File: src/rtl/cpu_types_pkg.sv
// rtl/cpu_types_pkg.sv - shared core types: register index, data word, hazard FSM state
package cpu_types_pkg;

    typedef logic [4:0]  regbits_t;
    typedef logic [31:0] word_t;

    typedef enum logic [1:0] {
        RUN     = 2'd0,
        LDSTALL = 2'd1,
        DWAIT   = 2'd2,
        HALTED  = 2'd3
    } hzstate_t;

endpackage

File: src/rtl/perf_counter.sv
// rtl/perf_counter.sv - 32-bit wrapping event counter with synchronous clear
module perf_counter
    import cpu_types_pkg::*;
(
    input  logic  clk,
    input  logic  clr,
    input  logic  inc,
    output word_t count
);

    always_ff @(posedge clk) begin
        if (clr) begin
            count <= '0;
        end else if (inc) begin
            count <= count + 32'd1;
        end
    end

endmodule

File: src/rtl/hazard_unit.sv
// rtl/hazard_unit.sv - pipeline stall/flush controller with memory-wait FSM and perf counters
module hazard_unit
    import cpu_types_pkg::*;
(
    input  logic        CLK,
    input  logic        RST,
    input  logic [4:0]  rs_de,
    input  logic [4:0]  rt_de,
    input  logic        usesRt_de,
    input  logic        isJr_de,
    input  logic        jump_de,
    input  logic        regWr_ex,
    input  logic        memRead_ex,
    input  logic [4:0]  regDst_ex,
    input  logic        branchTaken_ex,
    input  logic        dREN_me,
    input  logic        dWEN_me,
    input  logic        ihit,
    input  logic        dhit,
    input  logic        halt_wb,
    output logic        en_fe,
    output logic        en_de,
    output logic        en_ex,
    output logic        en_me,
    output logic        flush_de,
    output logic        flush_ex,
    output logic        halted,
    output logic [31:0] stallCnt,
    output logic [31:0] bubbleCnt,
    output logic [31:0] flushCnt
);

    hzstate_t state;
    hzstate_t state_nx;
    logic     pendFlush;
    logic     pend_nx;
    logic     flush_evt;
    logic     load_dst;
    logic     lu;
    logic     jr_lu;
    logic     dmiss;
    logic     stall_inc;

    // A load into $0 never produces a value anyone can wait on.
    assign load_dst = memRead_ex && regWr_ex && (regDst_ex != 5'd0);
    assign lu       = load_dst && ((rs_de == regDst_ex) ||
                                   (usesRt_de && (rt_de == regDst_ex)));
    assign jr_lu    = isJr_de && load_dst && (rs_de == regDst_ex);
    assign dmiss    = (dREN_me || dWEN_me) && !dhit;

    always_comb begin
        en_fe     = 1'b1;
        en_de     = 1'b1;
        en_ex     = 1'b1;
        en_me     = 1'b1;
        flush_de  = 1'b0;
        flush_ex  = 1'b0;
        flush_evt = 1'b0;
        state_nx  = RUN;
        pend_nx   = pendFlush;
        if (RST) begin
            pend_nx = 1'b0;
        end else if (state == HALTED || halt_wb) begin
            {en_fe, en_de, en_ex, en_me} = 4'b0000;
            state_nx = HALTED;
        end else if (dmiss) begin
            // Freezing EX also re-presents any taken branch once dhit arrives.
            {en_fe, en_de, en_ex, en_me} = 4'b0000;
            state_nx = DWAIT;
        end else if (branchTaken_ex) begin
            flush_de  = 1'b1;
            flush_ex  = 1'b1;
            flush_evt = 1'b1;
            en_fe     = ihit;
            pend_nx   = !ihit;
        end else if (pendFlush && ihit) begin
            flush_de = 1'b1;
            pend_nx  = 1'b0;
        end else if ((lu || jr_lu) && state != LDSTALL) begin
            en_fe    = 1'b0;
            en_de    = 1'b0;
            flush_ex = 1'b1;
            state_nx = LDSTALL;
        end else if (jump_de && ihit) begin
            flush_de  = 1'b1;
            flush_evt = 1'b1;
        end else if (!ihit) begin
            // A jump seen during a fetch miss waits in decode and flushes later.
            en_fe    = 1'b0;
            en_de    = 1'b0;
            flush_ex = 1'b1;
        end
    end

    always_ff @(posedge CLK) begin
        if (RST) begin
            state     <= RUN;
            pendFlush <= 1'b0;
        end else begin
            state     <= state_nx;
            pendFlush <= pend_nx;
        end
    end

    assign halted    = (state == HALTED) && !RST;
    assign stall_inc = !RST && (state != HALTED) && !(en_fe && en_de && en_ex && en_me);

    perf_counter u_stall_cnt (
        .clk   (CLK),
        .clr   (RST),
        .inc   (stall_inc),
        .count (stallCnt)
    );

    perf_counter u_bubble_cnt (
        .clk   (CLK),
        .clr   (RST),
        .inc   (flush_ex),
        .count (bubbleCnt)
    );

    perf_counter u_flush_cnt (
        .clk   (CLK),
        .clr   (RST),
        .inc   (flush_evt),
        .count (flushCnt)
    );

endmodule

File: config.mk
export PLATFORM = sky130hd
export DESIGN_NAME = hazard_unit
export DESIGN_NICKNAME = d
export VERILOG_FILES = /design/src/rtl/cpu_types_pkg.sv /design/src/rtl/perf_counter.sv /design/src/rtl/hazard_unit.sv
export SDC_FILE = /design/constraint.sdc
export NUM_CORES = 1
export LEC_CHECK = 0
export BUFFER_PORTS_ARGS = -buffer_cell sky130_fd_sc_hd__buf_2
export CORE_MARGIN = 2
export CORE_UTILIZATION = 28
export DETAILED_ROUTE_END_ITERATION = 6
export PLACE_DENSITY = 0.47
export SETUP_SLACK_MARGIN = 0.2
export SYNTH_ARGS = -nofsm -noshare
export SYNTH_HDL_FRONTEND = slang
export SYNTH_SLANG_ARGS = --single-unit
File: constraint.sdc
create_clock -name CLK -period 3 [get_ports CLK]
set_clock_uncertainty 0.05 [all_clocks]
set_input_delay 0.3 -clock CLK [delete_from_list [all_inputs] [get_ports CLK]]
set_output_delay 0.3 -clock CLK [all_outputs]
set_load 0.03 [all_outputs]
=== Word-level counts from Yosys, hierarchy flattened ===
Index checks and enable logic that the tools add are counted.

* $add $sub $neg: 3
* Eq/ne operators: 5
* Muxes and demuxes: 42
* Bitwise gates (word level): 2
* Reductions and logical operators: 27

{| class="wikitable"
|+ Operators by type and width
! cell !! number
|-
| adder 32 x 1 -> 32 bit, second input constant || 3
|-
| 2-to-1 mux 1 bit || 40
|-
| logical AND 1 bit || 16
|-
| == test 5 bit || 2
|-
| nonzero test 5 bit || 1
|-
| zero test 1 bit || 4
|-
| logical OR 1 bit || 4
|-
| 2-to-1 mux 2 bit || 2
|-
| AND reduction 3 bit || 1
|-
| == test 2 bit, second input constant || 1
|-
| != test 2 x 1 -> 1 bit, second input constant || 1
|-
| != test 2 bit, second input constant || 1
|-
| inverter 1 bit || 2
|-
| nonzero test 2 bit || 1
|}

* Register bits after elaboration: 99
* Input bits: 28
* Output and inout bits: 103
* Word-level logic and storage cells: 84

=== Logic depth before layout (Yosys ltp) ===
* Depth after elaboration: 17
* Gate-level depth with buffers: 10
* Mapped depth without buffers: 8

=== By module ===
A second synthesis with hierarchy kept.

* Cells, all modules: 594
* Area, all modules: 5051.1 um^2

{| class="wikitable"
|+ Modules (own cells, without submodules)
! module !! times used !! cells an instance !! area each (um^2) !! seq. area each (um^2)
|-
| perf_counter (u_bubble_cnt ...) || 2 || 181 || 1564.0 || 640.6
|-
| perf_counter (u_stall_cnt) || 1 || 174 || 1488.9 || 640.6
|-
| hazard_unit || 1 || 58 || 434.2 || 60.1
|}

=== Worst setup path before layout ===
No wires, ideal clock.

* Path kind: flip-flop to flip-flop
* From: reg u_flush_cnt.count[3]
* To: reg u_flush_cnt.count[30]
* Library setup time: 0.121 ns
* Arrival: 2.267 ns
* Data required time: 2.829 ns
* Slack: 0.562 ns
* Stages on the path, launching flop included: 8
* Buffers on the path: 1
* Clock period less this slack: 2.438 ns
* Path through: dfxtp_1 > and4_1 > and4_1 > and4_1 > nand3_1 > clkbuf_1 > nor4_1 > mux2_2

* Word-level cells in the longest chain between the ends: 1

{| class="wikitable"
|+ Ends and longest elaborated chain
! element !! line !! source
|-
| start, declared || perf_counter.sv:8 || <nowiki>output word_t count</nowiki>
|-
| start signal, assigned || perf_counter.sv:15 || <nowiki>count <= count + 32'd1;</nowiki>
|-
| adder 32 x 1 -> 32 bit || perf_counter.sv:15 ||
|}

No other way between the ends.
A chain may end at the register's enable or synchronous reset.

=== Final worst setup path ===
* From: reg u_flush_cnt.count[4]
* To: reg u_flush_cnt.count[31]

Same word-level chain as after synthesis.

==> flow_metrics.py <==
metrics = {
    "clocking": {
        "cts_post_setup_buffers_inserted": 0,
        "cts.root.buffer_cell": "sky130_fd_sc_hd__clkbuf_16",
        "clockBufferDepth": 2,
        "worst_setup_hold_path_clk_slew_ns": 0.07,
        "cts_tree": "yes",
        "numCtsBuffers": 9,
        "clock_tree.htree_level_count": 3,
        "post_cts_hold_buffer_count": 0,
        "cts_resized": 0,
        "insertion_delay_ns": 0.35,
        "clock_sinks": 99,
    },
    "cells_and_area": {
        "final_layout_size_suffix_gt1_frac": 0.2265,
        "syn_to_final_growth_pct": 20.41,
        "finish.utilization": 0.3462,
        "finalNetCount": 773,
        "diodes": 0,
    },
    "synth": {
        "leading_register_cell_type_out_of_synthesis": "sky130_fd_sc_hd__dfxtp_1",
        "yosys_register_bits": 99,
        "yosys_warnings": 0,
        "synth_async_sr_flop_share": 0,
        "synthDominantAreaCellType": "sky130_fd_sc_hd__dfxtp_1",
        "yosysSeqAreaShare": 0.3799,
        "edff_count_synth": 0,
        "synth_cell_type_count": 53,
        "synth_largest_type_area_fraction": 0.3799,
        "postSynthAreaPerCell_um2": 8.191,
        "post_synth_instance_area_um2": 5218,
        "ys_top_cells_by_area": "sky130_fd_sc_hd__dfxtp_1, sky130_fd_sc_hd__a21oi_1, sky130_fd_sc_hd__o31ai_1",
        "postSynthNetCount": 668,
        "syn_inst": 637,
    },
    "worst_setup_path": {
        "cpMostUsedCell": "sky130_fd_sc_hd__and4_1",
        "critical-path-max-stage-delay_ns": 0.44,
        "critical_path_cell_list": "and4_1 -> and4_1 -> and4_1 -> nand3_1 -> nor4_1 -> mux2_2",
        "worstPathRequired_ns": 3.19,
        "cp.depth": 6,
        "end_kind": "flop",
        "buffers_inverters_on_critical_path": 0,
        "cp_top_family": "simple AND/OR/NAND/NOR gates",
        "worst_ep_arrival_time_ns": 2.75,
        "criticalPathCategory": "flop to flop",
        "startpoint_type": "flop",
        "crit_path_top_delay_cell": "sky130_fd_sc_hd__dfxtp_1",
        "timing.reg2reg.worst_path_depth": 6,
        "cp_max_fo": 14,
    },
    "floorplanning": {
        "placementRows": 49,
        "die_area_um2": 19740,
        "die_width_um": 140.5,
        "initial_core_util": 0.2875,
        "die_y_um": 140.5,
        "coreArea_um2": 18150,
        "ioPinCount": 131,
    },
    "route": {
        "dr.first_iter.drc_count": 210,
        "wl_per_cell_um": 15.87,
        "vias_per_cell": 5.522,
        "detail_route.first_pass.iterations": 6,
        "via_count": 5384,
        "drt_drc_violations_left": 0,
        "wl_um": 15470,
        "ant_nets": 0,
    },
    "sta": {
        "tns_ns": 0,
        "maxClockFrequency_mhz": 390.6,
        "timing.slew.headroom": 0.5393,
        "timing_hold_violations_final": 0,
        "setup-violations-final": 0,
        "worst-slew-pin-transition_ns": 0.6891,
        "final-max-slew-violation-count": 0,
        "rsz_0062_raised_after_global_routing": "false",
        "timing.final.crit_period_ns": 2.560,
        "holdWs_ns": 0.2339,
        "post-route-period-util": 0.8533,
    },
    "place": {
        "globalplace.congestion": 0.7698,
        "port_buffers": 129,
        "post-dp-hpwl_um": 10680,
    },
    "outcome": {
        "outcome": "finished clean",
    },
    "grt": {
        "pin_count_of_the_biggest_net_entering_global_routing": 62,
        "antenna_found_initial": 0,
        "wire_length_of_the_first_global_routing_pass_um": 24620,
        "grt_overflow_total": 0,
        "gr-usage-all-layers": 0.1533,
        "first_global_vias": 4804,
    },
    "hold_path": {
        "holdCritPathClass": "primary input to flop",
        "hold-path-cell-count": 2,
    },
    "flow_run": {
        "max-cap-violations": 0,
    },
    "pwr": {
        "design_power_total_mw": 2.625,
        "power_density_nw_per_um2": 417.9,
        "vdd_drop_max_mv": 0.2589,
        "p_leak_nw": 2.222,
    },
}
-- cell usage after synthesis (all sizes together), types with 2 or more instances --
master  instances
a211oi          5
a21oi          93
and2            6
and3           13
and4           14
buf            10
clkbuf         33
dfxtp          99
ha              3
inv            13
mux2            3
nand2          41
nand2b          2
nand3          32
nand4          26
nor2           18
nor2b           4
nor3            6
nor4            4
o21ai          50
o21ba           3
o21bai          2
o31ai          40
o41ai           2
or3            46
or4            40
or4b            3
xnor2          11
xor2            2
-- sequential cells by signal, indices dropped and copies added, names as in the netlist --
| name | flops |
|---|---|
| pendFlush | 1 |
| state | 2 |
| u_bubble_cnt.count | 32 |
| u_flush_cnt.count | 32 |
| u_stall_cnt.count | 32 |
-- per-stage QoR --
step	cells	area, µm²	setup slack, ns
2_1_floorplan	637	5218	0.5619
3_3_place_gp	960	6021	0.4499
3_5_place_dp	960	6021	0.4084
4_1_cts	975	6282	0.4257
5_1_grt	975	6282	0.2063
6_report	975	6282	0.4401
-- placed cells by master (no fill, tap or decap), types with 3 or more instances in the layout --
| master | n |
|---|---|
| sky130_fd_sc_hd__or3_1 | 46 |
| sky130_fd_sc_hd__dfxtp_1 | 99 |
| sky130_fd_sc_hd__and3_1 | 13 |
| sky130_fd_sc_hd__or4_1 | 39 |
| sky130_fd_sc_hd__nor3_1 | 5 |
| sky130_fd_sc_hd__nand4_1 | 26 |
| sky130_fd_sc_hd__nand3_1 | 32 |
| sky130_fd_sc_hd__o21ba_2 | 3 |
| sky130_fd_sc_hd__buf_4 | 8 |
| sky130_fd_sc_hd__inv_1 | 13 |
| sky130_fd_sc_hd__and2_1 | 6 |
| sky130_fd_sc_hd__clkinv_2 | 3 |
| sky130_fd_sc_hd__nor4_1 | 4 |
| sky130_fd_sc_hd__buf_2 | 128 |
| sky130_fd_sc_hd__nor2b_1 | 4 |
| sky130_fd_sc_hd__o21ai_0 | 49 |
| sky130_fd_sc_hd__clkbuf_16 | 9 |
| sky130_fd_sc_hd__xnor2_1 | 11 |
| sky130_fd_sc_hd__ha_1 | 3 |
| sky130_fd_sc_hd__a21oi_1 | 93 |
| sky130_fd_sc_hd__nor2_1 | 16 |
| sky130_fd_sc_hd__a211oi_1 | 4 |
| sky130_fd_sc_hd__nand2_1 | 41 |
| sky130_fd_sc_hd__and4_1 | 14 |
| sky130_fd_sc_hd__o31ai_1 | 40 |
-- metal layers --
metal	vias to the layer above	wire, µm	GRT usage
li1	2652	-	-
met1	2570	7145	0.1954
met2	139	7170	0.2515
met3	23	767	0.03179
met4	0	389	0.06632
met5	-	0	0
-- final timing paths --
path / from / end / slack (ns)
max reg2reg: u_flush_cnt.count[4] / u_flush_cnt.count[31] / 0.44
min: ihit / pendFlush / 0.23
max: u_flush_cnt.count[4] / u_flush_cnt.count[31] / 0.44
min reg2reg: u_bubble_cnt.count[31] / u_bubble_cnt.count[31] / 0.43
-- area by class of cell --
class / count / area, µm²
clock buffer: 12 / 246.5
clock inverter: 3 / 15.01
fill: 1874 / 11870
inverter: 13 / 48.80
multi-input combinational: 482 / 2983
sequential: 99 / 1982
tap: 229 / 286.5
timing repair buffer: 137 / 720.7
-- kinds of logic after synthesis --
logic type | Yosys count | share of synthesized area
flip-flops | 99 | 0.3799
buffers and inverters | 56 | 0.04844
XOR/XNOR | 13 | 0.02182
adder cells (fa/ha/maj) | 3 | 0.007195
AND/OR/NAND/NOR | 259 | 0.2952
AO/OA/AOI/OAI | 203 | 0.2384
multiplexers | 4 | 0.009112
-- power breakdown --
group	total (mW)	internal, mW	switching, mW
sequential	1.33	1.32	0.0120
combinational	0.201	0.0625	0.138
clock	1.09	0.578	0.512
total	2.63	1.96	0.663
Power figures use the tool's default switching activity.
